==> src/rtl/cpu_pkg.sv <==
// Shared CPU definitions: reset PC, the canonical NOP word and the
// instruction-fetch state encoding.
package cpu_pkg;

   localparam logic [31:0] RESET_PC_DEFAULT = 32'h0000_0000;
   localparam logic [31:0] NOP_INST_WORD    = 32'h0000_0013;  // addi x0,x0,0

   typedef enum logic [1:0] {
      REQ  = 2'd0,
      WAIT = 2'd1,
      HOLD = 2'd2
   } fetch_state_e;

endpackage

==> src/rtl/fetch_unit_if.sv <==
// Instruction-memory bus: valid/ready request channel and a
// never-back-pressured valid response channel.
interface fetch_unit_if;

   logic        req_valid;
   logic [31:0] req_addr;
   logic        req_ready;
   logic        resp_valid;
   logic [31:0] resp_inst;

   modport master (
      output req_valid, req_addr,
      input  req_ready, resp_valid, resp_inst
   );

   modport slave (
      input  req_valid, req_addr,
      output req_ready, resp_valid, resp_inst
   );

endinterface

==> src/rtl/pc4adder.sv <==
// Sequential-PC adder: pc + 4, wrapping modulo 2^32.
module pc4adder (
   input  logic [31:0] pc,
   output logic [31:0] pc4
);

   assign pc4 = pc + 32'd4;

endmodule

==> src/rtl/fetch_unit.sv <==
// IF-stage fetch unit: owns the PC, keeps at most one fetch outstanding,
// parks a returned word in a one-entry skid buffer while ID is stalled,
// and squashes in-flight fetches on an EX redirect.
// Optional build macro FETCH_ALIGN_CHECK_EN: adds if_misalign and turns a
// misaligned redirect into a presented fault marker instead of a fetch.
module fetch_unit
   import cpu_pkg::*;
#(
   parameter logic [31:0] RESET_PC = RESET_PC_DEFAULT,
   parameter logic [31:0] NOP_INST = NOP_INST_WORD
) (
   input  logic         clk,
   input  logic         rst,
   fetch_unit_if.master mem,
   input  logic         redirect_valid,
   input  logic [31:0]  redirect_pc,
   input  logic         id_stall,
   output logic         if_valid,
   output logic [31:0]  if_pc,
   output logic [31:0]  if_pc4,
   output logic [31:0]  if_inst
`ifdef FETCH_ALIGN_CHECK_EN
   ,
   output logic         if_misalign
`endif
);

   fetch_state_e state_q, state_d;
   logic [31:0]  pc_q, pc_d, pc_next;
   logic [31:0]  fetch_pc_q, fetch_pc_d;
   logic [31:0]  skid_q, skid_d;
   logic         kill_q, kill_d;
   logic [31:0]  tgt_pc, slot_pc, slot_pc4;
   logic         req_fire, slot_free, load_resp, load_skid;
   logic         if_valid_d;
   logic [31:0]  if_pc_d, if_pc4_d, if_inst_d;

`ifdef FETCH_ALIGN_CHECK_EN
   logic halt_q, halt_d, misalign_d, misaligned;
   assign tgt_pc        = redirect_pc;
   assign misaligned    = redirect_valid && (redirect_pc[1:0] != 2'b00);
   assign slot_pc       = misaligned ? redirect_pc : fetch_pc_q;
   assign mem.req_valid = (state_q == REQ) && !halt_q && !rst;
`else
   assign tgt_pc        = redirect_pc & ~32'h3;
   assign slot_pc       = fetch_pc_q;
   assign mem.req_valid = (state_q == REQ) && !rst;
`endif

   assign mem.req_addr = pc_q;
   assign req_fire     = mem.req_valid && mem.req_ready;
   assign slot_free    = !if_valid || !id_stall;

   pc4adder u_next_pc  (.pc(pc_q),    .pc4(pc_next));
   pc4adder u_slot_pc4 (.pc(slot_pc), .pc4(slot_pc4));

   // Fetch FSM next state, PC update and kill/skid bookkeeping
   always_comb begin
      state_d    = state_q;
      pc_d       = pc_q;
      fetch_pc_d = fetch_pc_q;
      skid_d     = skid_q;
      kill_d     = kill_q;
      load_resp  = 1'b0;
      load_skid  = 1'b0;
      unique case (state_q)
         REQ: begin
            if (req_fire) begin
               fetch_pc_d = pc_q;
               pc_d       = pc_next;
               kill_d     = redirect_valid;   // accepted fetch is already stale
               state_d    = WAIT;
            end
         end
         WAIT: begin
            if (mem.resp_valid) begin
               state_d = REQ;
               kill_d  = 1'b0;
               if (!kill_q && !redirect_valid) begin
                  if (slot_free) begin
                     load_resp = 1'b1;
                  end else begin
                     skid_d  = mem.resp_inst;
                     state_d = HOLD;
                  end
               end
            end else if (redirect_valid) begin
               kill_d = 1'b1;
            end
         end
         HOLD: begin
            if (redirect_valid) begin
               state_d = REQ;                 // skid word is discarded
            end else if (!id_stall) begin
               load_skid = 1'b1;
               state_d   = REQ;
            end
         end
         default: state_d = REQ;
      endcase
      if (redirect_valid) pc_d = tgt_pc;
   end

   // IF/ID output slot: hold under stall, drain to NOP, load, flush on redirect
   always_comb begin
      if_valid_d = if_valid;
      if_pc_d    = if_pc;
      if_pc4_d   = if_pc4;
      if_inst_d  = if_inst;
      if (slot_free) begin
         if_valid_d = 1'b0;
         if_inst_d  = NOP_INST;
      end
      if (load_resp) begin
         if_valid_d = 1'b1;
         if_pc_d    = fetch_pc_q;
         if_pc4_d   = slot_pc4;
         if_inst_d  = mem.resp_inst;
      end
      if (load_skid) begin
         if_valid_d = 1'b1;
         if_pc_d    = fetch_pc_q;
         if_pc4_d   = slot_pc4;
         if_inst_d  = skid_q;
      end
      if (redirect_valid) begin
         if_valid_d = 1'b0;
         if_inst_d  = NOP_INST;
      end
`ifdef FETCH_ALIGN_CHECK_EN
      misalign_d = if_misalign;
      if (slot_free || load_resp || load_skid || redirect_valid) misalign_d = 1'b0;
      if (misaligned) begin
         if_valid_d = 1'b1;
         if_pc_d    = redirect_pc;
         if_pc4_d   = slot_pc4;
         if_inst_d  = NOP_INST;
         misalign_d = 1'b1;
      end
      halt_d = halt_q;
      if (redirect_valid) halt_d = misaligned;
`endif
   end

   // Control state and presented outputs, cleared by reset
   always_ff @(posedge clk) begin
      if (rst) begin
         state_q  <= REQ;
         pc_q     <= RESET_PC;
         kill_q   <= 1'b0;
         if_valid <= 1'b0;
         if_pc    <= 32'd0;
         if_pc4   <= 32'd0;
         if_inst  <= NOP_INST;
      end else begin
         state_q  <= state_d;
         pc_q     <= pc_d;
         kill_q   <= kill_d;
         if_valid <= if_valid_d;
         if_pc    <= if_pc_d;
         if_pc4   <= if_pc4_d;
         if_inst  <= if_inst_d;
      end
   end

   // Fetch address and skid word; only meaningful while state says so
   always_ff @(posedge clk) begin
      fetch_pc_q <= fetch_pc_d;
      skid_q     <= skid_d;
   end

`ifdef FETCH_ALIGN_CHECK_EN
   // Misalignment marker and post-fault halt
   always_ff @(posedge clk) begin
      if (rst) begin
         halt_q      <= 1'b0;
         if_misalign <= 1'b0;
      end else begin
         halt_q      <= halt_d;
         if_misalign <= misalign_d;
      end
   end
`endif

endmodule

==> src/flat_wrapper.sv <==
// flat-port wrapper written by rule: the top's interface ports become plain ports
module fetch_unit_flat import cpu_pkg::*;
#(
   parameter logic [31:0] RESET_PC = RESET_PC_DEFAULT,
   parameter logic [31:0] NOP_INST = NOP_INST_WORD
)
  (clk, rst, redirect_valid, redirect_pc, id_stall, if_valid, if_pc, if_pc4, if_inst, mem_req_valid, mem_req_addr, mem_req_ready, mem_resp_valid, mem_resp_inst);
  fetch_unit_if mem_i ();
  input  logic clk;
  input  logic rst;
  input  logic redirect_valid;
  input  logic [31:0] redirect_pc;
  input  logic id_stall;
  output logic if_valid;
  output logic [31:0] if_pc;
  output logic [31:0] if_pc4;
  output logic [31:0] if_inst;
  output wire logic [$bits(mem_i.req_valid)-1:0] mem_req_valid;
  output wire logic [$bits(mem_i.req_addr)-1:0] mem_req_addr;
  input wire logic [$bits(mem_i.req_ready)-1:0] mem_req_ready;
  input wire logic [$bits(mem_i.resp_valid)-1:0] mem_resp_valid;
  input wire logic [$bits(mem_i.resp_inst)-1:0] mem_resp_inst;
  assign mem_req_valid = mem_i.req_valid;
  assign mem_req_addr = mem_i.req_addr;
  assign mem_i.req_ready = mem_req_ready;
  assign mem_i.resp_valid = mem_resp_valid;
  assign mem_i.resp_inst = mem_resp_inst;
  fetch_unit #(.RESET_PC(RESET_PC), .NOP_INST(NOP_INST)) u_core (.clk(clk), .rst(rst), .mem(mem_i), .redirect_valid(redirect_valid), .redirect_pc(redirect_pc), .id_stall(id_stall), .if_valid(if_valid), .if_pc(if_pc), .if_pc4(if_pc4), .if_inst(if_inst));
endmodule
==> config.mk <==
export PLATFORM = sky130hd
export DESIGN_NAME = fetch_unit_flat
export DESIGN_NICKNAME = d
export VERILOG_FILES = /design/src/rtl/cpu_pkg.sv /design/src/rtl/fetch_unit_if.sv /design/src/rtl/pc4adder.sv /design/src/rtl/fetch_unit.sv /design/src/flat_wrapper.sv
export SDC_FILE = /design/constraint.sdc
export NUM_CORES = 1
export LEC_CHECK = 0
export BUFFER_PORTS_ARGS = -buffer_cell sky130_fd_sc_hd__clkbuf_2
export CAP_MARGIN = 5
export CORE_MARGIN = 1.5
export CORE_UTILIZATION = 30
export DETAILED_ROUTE_END_ITERATION = 6
export SLEW_MARGIN = 20
export SYNTH_ARGS = -nofsm -noshare
export SYNTH_HDL_FRONTEND = slang
export SYNTH_SLANG_ARGS = --single-unit
==> constraint.sdc <==
create_clock -name clk -period 3.55 [get_ports clk]
set_clock_uncertainty 0.2 [all_clocks]
set_input_delay 0.1775 -clock clk [delete_from_list [all_inputs] [get_ports clk]]
set_output_delay 0.1775 -clock clk [all_outputs]
set_load 0.01 [all_outputs]
==> impl_metrics.json <==
{
  "status": "complete, no violations",
  "htreeDepth": 4,
  "drv_slew": 0,
  "nNetsFinal": 1044,
  "synthCells": 727,
  "synth-edff-count": 62,
  "start_util_pct": 30.4,
  "rsz0062_at_grt": "no",
  "cts.path.max_buffers": 2,
  "synthesis.area_sq_mm": 0.00761,
  "cts_resized": 0,
  "hpwl_um": 13800,
  "cts-root-buf": "clkbuf_16",
  "timing.fmax_ghz": 0.356,
  "grt_overflow": 0,
  "ys.flop_type": "dfxtp_1",
  "hold_violations": 0,
  "die_h_um": 162,
  "detail-route-antenna-nets": 0,
  "crit_start": "rst",
  "drtIter0Drc": 433,
  "synthToLayoutAreaGrowth_pct": 34.1,
  "rrSetupSlack_ns": 0.75,
  "drt_wl_total_um": 20500,
  "multi_input_area_sq_mm": 0.00294,
  "power_mw": 4.71,
  "max_slew.worst_pin.slew_ns": 0.799,
  "worstSetupEndpoint": "u_core.mem.req_addr[7]",
  "synth_warnings": 0,
  "clkSinkCount": 188,
  "worst_setup_path_start_kind": "input port",
  "finalSetupTns_ns": 0,
  "dieWidth_um": 162,
  "ios": 200,
  "dieArea_sq_mm": 0.0263,
  "grt_pass1_wl_um": 32500,
  "port_buffers": 191,
  "ir_drop_uv": 238,
  "period_share_pct": 79.2,
  "postCtsSetupBuffers": 0,
  "drv_cap": 0,
  "crit_fanout": 39,
  "dp_worst_setup_slack_ns": 1.09,
  "crit_path_end_kind": "flip-flop",
  "setup_viol": 0,
  "ys_ff_latch": 188,
  "worstHoldPathType": "flip-flop to flip-flop",
  "dr.pass1.iters": 6,
  "track_usage_pct": 15.6,
  "worstSkewPairLatency_ns": 0.43,
  "path_class": "input port to flip-flop",
  "core_region_area_sq_mm": 0.0250,
  "cts_hold_buffers": 74,
  "drc": 0,
  "vias": 6236,
  "finalCriticalPeriod_ns": 2.81,
  "r2r_start": "u_core.state_q[0]",
  "gp_congestion": 0.756,
  "arrival_ns": 2.92,
  "powerDensity_mw_per_mm2": 462,
  "grt_max_degree": 65,
  "vias_per_cell": 4.74,
  "relSlewSlack_pct": 46.7,
  "grt_pass1_vias": 6148,
  "antenna_found_initial": 1,
  "tritoncts": "done",
  "wl_per_cell_um": 15.6,
  "cts_made_buffers": 17,
  "p_leak_nw": 3.87,
  "synth_cell_types": 45,
  "seq_area_sq_mm": 0.00438,
  "ys_seq_area_share_pct": 57.6,
  "clk_pin_slew_ns": 0.08,
  "cp.required_ns": 3.66,
  "rows": 58,
  "reg2regPathDepth": 7,
  "nFillCells": 2490,
  "r2r_end": "u_core.mem.req_addr[7]",
  "layout-drive-gt1-share_pct": 26.8,
  "worst_slack_ns": 0.739,
  "async_reset_ff_share_pct": 0,
  "syn_avg_cell_area_sq_um": 10.5
}
## layout by cell type, fill, tap and decap left out, types with 26 or more instances in the layout
| master | Yosys | layout |
|---|---|---|
| edfxtp_1 | 62 | 62 |
| a222oi_1 | 27 | 27 |
| clkbuf_2 | 0 | 190 |
| xor2_1 | 26 | 26 |
| nor2_1 | 90 | 89 |
| dlygate4sd3_1 | 0 | 74 |
| dfxtp_1 | 126 | 126 |
| a21oi_1 | 44 | 44 |
| a211oi_1 | 30 | 30 |
| nand2_1 | 100 | 100 |
## cell type report
class | count | area share, %
diodes | 1 | 0.0245
clock buffers | 17 | 4.17
clock inverters | 15 | 1.99
inverters | 8 | 0.294
multi-input cells | 480 | 28.8
flip-flops and latches | 188 | 43.0
well taps | 330 | 4.05
repair buffers | 277 | 17.7
## per-layer routing
metal	part of all wire, %	track usage (%)
met4	1.1	4.17
met2	47	25.5
met5	0	0
met3	5.6	4.55
met1	46	20.2
## power by group
group          internal, mW  total [mW]  switching [mW]
registers              2.28        2.36          0.0748
clock network         0.986        1.99            1.00
logic                 0.176       0.367           0.191
## worst max-delay path, stage by stage
cell           delay [ns]
dlygate4sd3_1        0.53
buf_4                0.26
nor4b_4              0.35
buf_4                0.50
nand4_1              0.18
xnor2_1              0.16
mux2i_1              0.13
nor2_1               0.06
dlygate4sd3_1        0.57
## cells by family (layout without fill, tap and decap cells)
logic type / count (synthesis) / after routing / share of synthesized area (%)
XOR/XNOR: 50 / 50 / 5.76
AO/OA/AOI/OAI: 133 / 133 / 13.1
flip-flops: 188 / 188 / 57.6
multiplexers: 5 / 5 / 0.707
other: 1 / 7 / 0.0493
buffers and inverters: 64 / 317 / 3.96
AND/OR/NAND/NOR: 284 / 284 / 18.4
adder cells (fa/ha/maj): 2 / 2 / 0.329
## per-stage QoR
step / hold WS (ns) / instance area [sq um] / instances / utilization, %
floorplan: 0.0764 / 7620 / 732 / -
global placement: 0.173 / 8830 / 1209 / 35.3
detailed placement: 0.173 / 8830 / 1209 / 35.3
CTS: 0.245 / 10200 / 1315 / 40.7
global route: 0.256 / 10200 / 1316 / 40.7
finish: 0.253 / 10200 / 1316 / 40.7
## worst min-delay path by stage
stage / slack [ns] / from / depth (start not counted) / endpoint
2_1_floorplan: 0.08 / mem_resp_inst[0] / 0 / u_core.skid_q[0]
3_3_place_gp: 0.17 / mem_resp_inst[0] / 1 / u_core.skid_q[0]
3_5_place_dp: 0.17 / mem_resp_inst[3] / 1 / u_core.skid_q[3]
4_1_cts: 0.24 / mem_resp_inst[17] / 2 / u_core.skid_q[17]
5_1_grt: 0.26 / mem_resp_inst[23] / 2 / u_core.skid_q[23]
6_report: 0.25 / u_core.if_pc[6] / 2 / u_core.if_pc[6]
## state kept, by name, summed over array words and instances, names as in the netlist, 2 cells and up
| signal | flops |
|---|---|
| u_core.if_inst | 32 |
| u_core.fetch_pc_q | 30 |
| u_core.if_pc4 | 30 |
| u_core.skid_q | 32 |
| u_core.state_q | 2 |
| u_core.if_pc | 30 |
| u_core.mem.req_addr | 30 |
## cells in the mapped netlist, types with 3 or more instances
| library cell | count | area share, % |
|---|---|---|
| or3_1 | 4 | 0.33 |
| o21ai_0 | 5 | 0.33 |
| inv_1 | 7 | 0.35 |
| and4_1 | 9 | 1.0 |
| dfxtp_1 | 126 | 33 |
| buf_2 | 16 | 1.1 |
| nor3_2 | 3 | 0.39 |
| nor4b_4 | 3 | 0.94 |
| edfxtp_1 | 62 | 24 |
| and3_1 | 6 | 0.49 |
| a21oi_1 | 44 | 2.9 |
| a22oi_1 | 6 | 0.59 |
| and2_1 | 6 | 0.49 |
| nand3_1 | 25 | 1.6 |
| a222oi_1 | 27 | 3.6 |
| a311oi_1 | 4 | 0.46 |
| nand2_1 | 100 | 4.9 |
| xor2_1 | 26 | 3.0 |
| clkbuf_1 | 31 | 1.5 |
| mux2_2 | 3 | 0.44 |
| xnor2_1 | 24 | 2.8 |
| buf_4 | 7 | 0.69 |
| a211oi_1 | 30 | 3.0 |
| nor3_1 | 11 | 0.72 |
| nor2_1 | 90 | 4.4 |
| a211oi_2 | 10 | 1.6 |
| nand4_1 | 17 | 1.4 |
No activity file was read; power rests on OpenSTA's default activity.
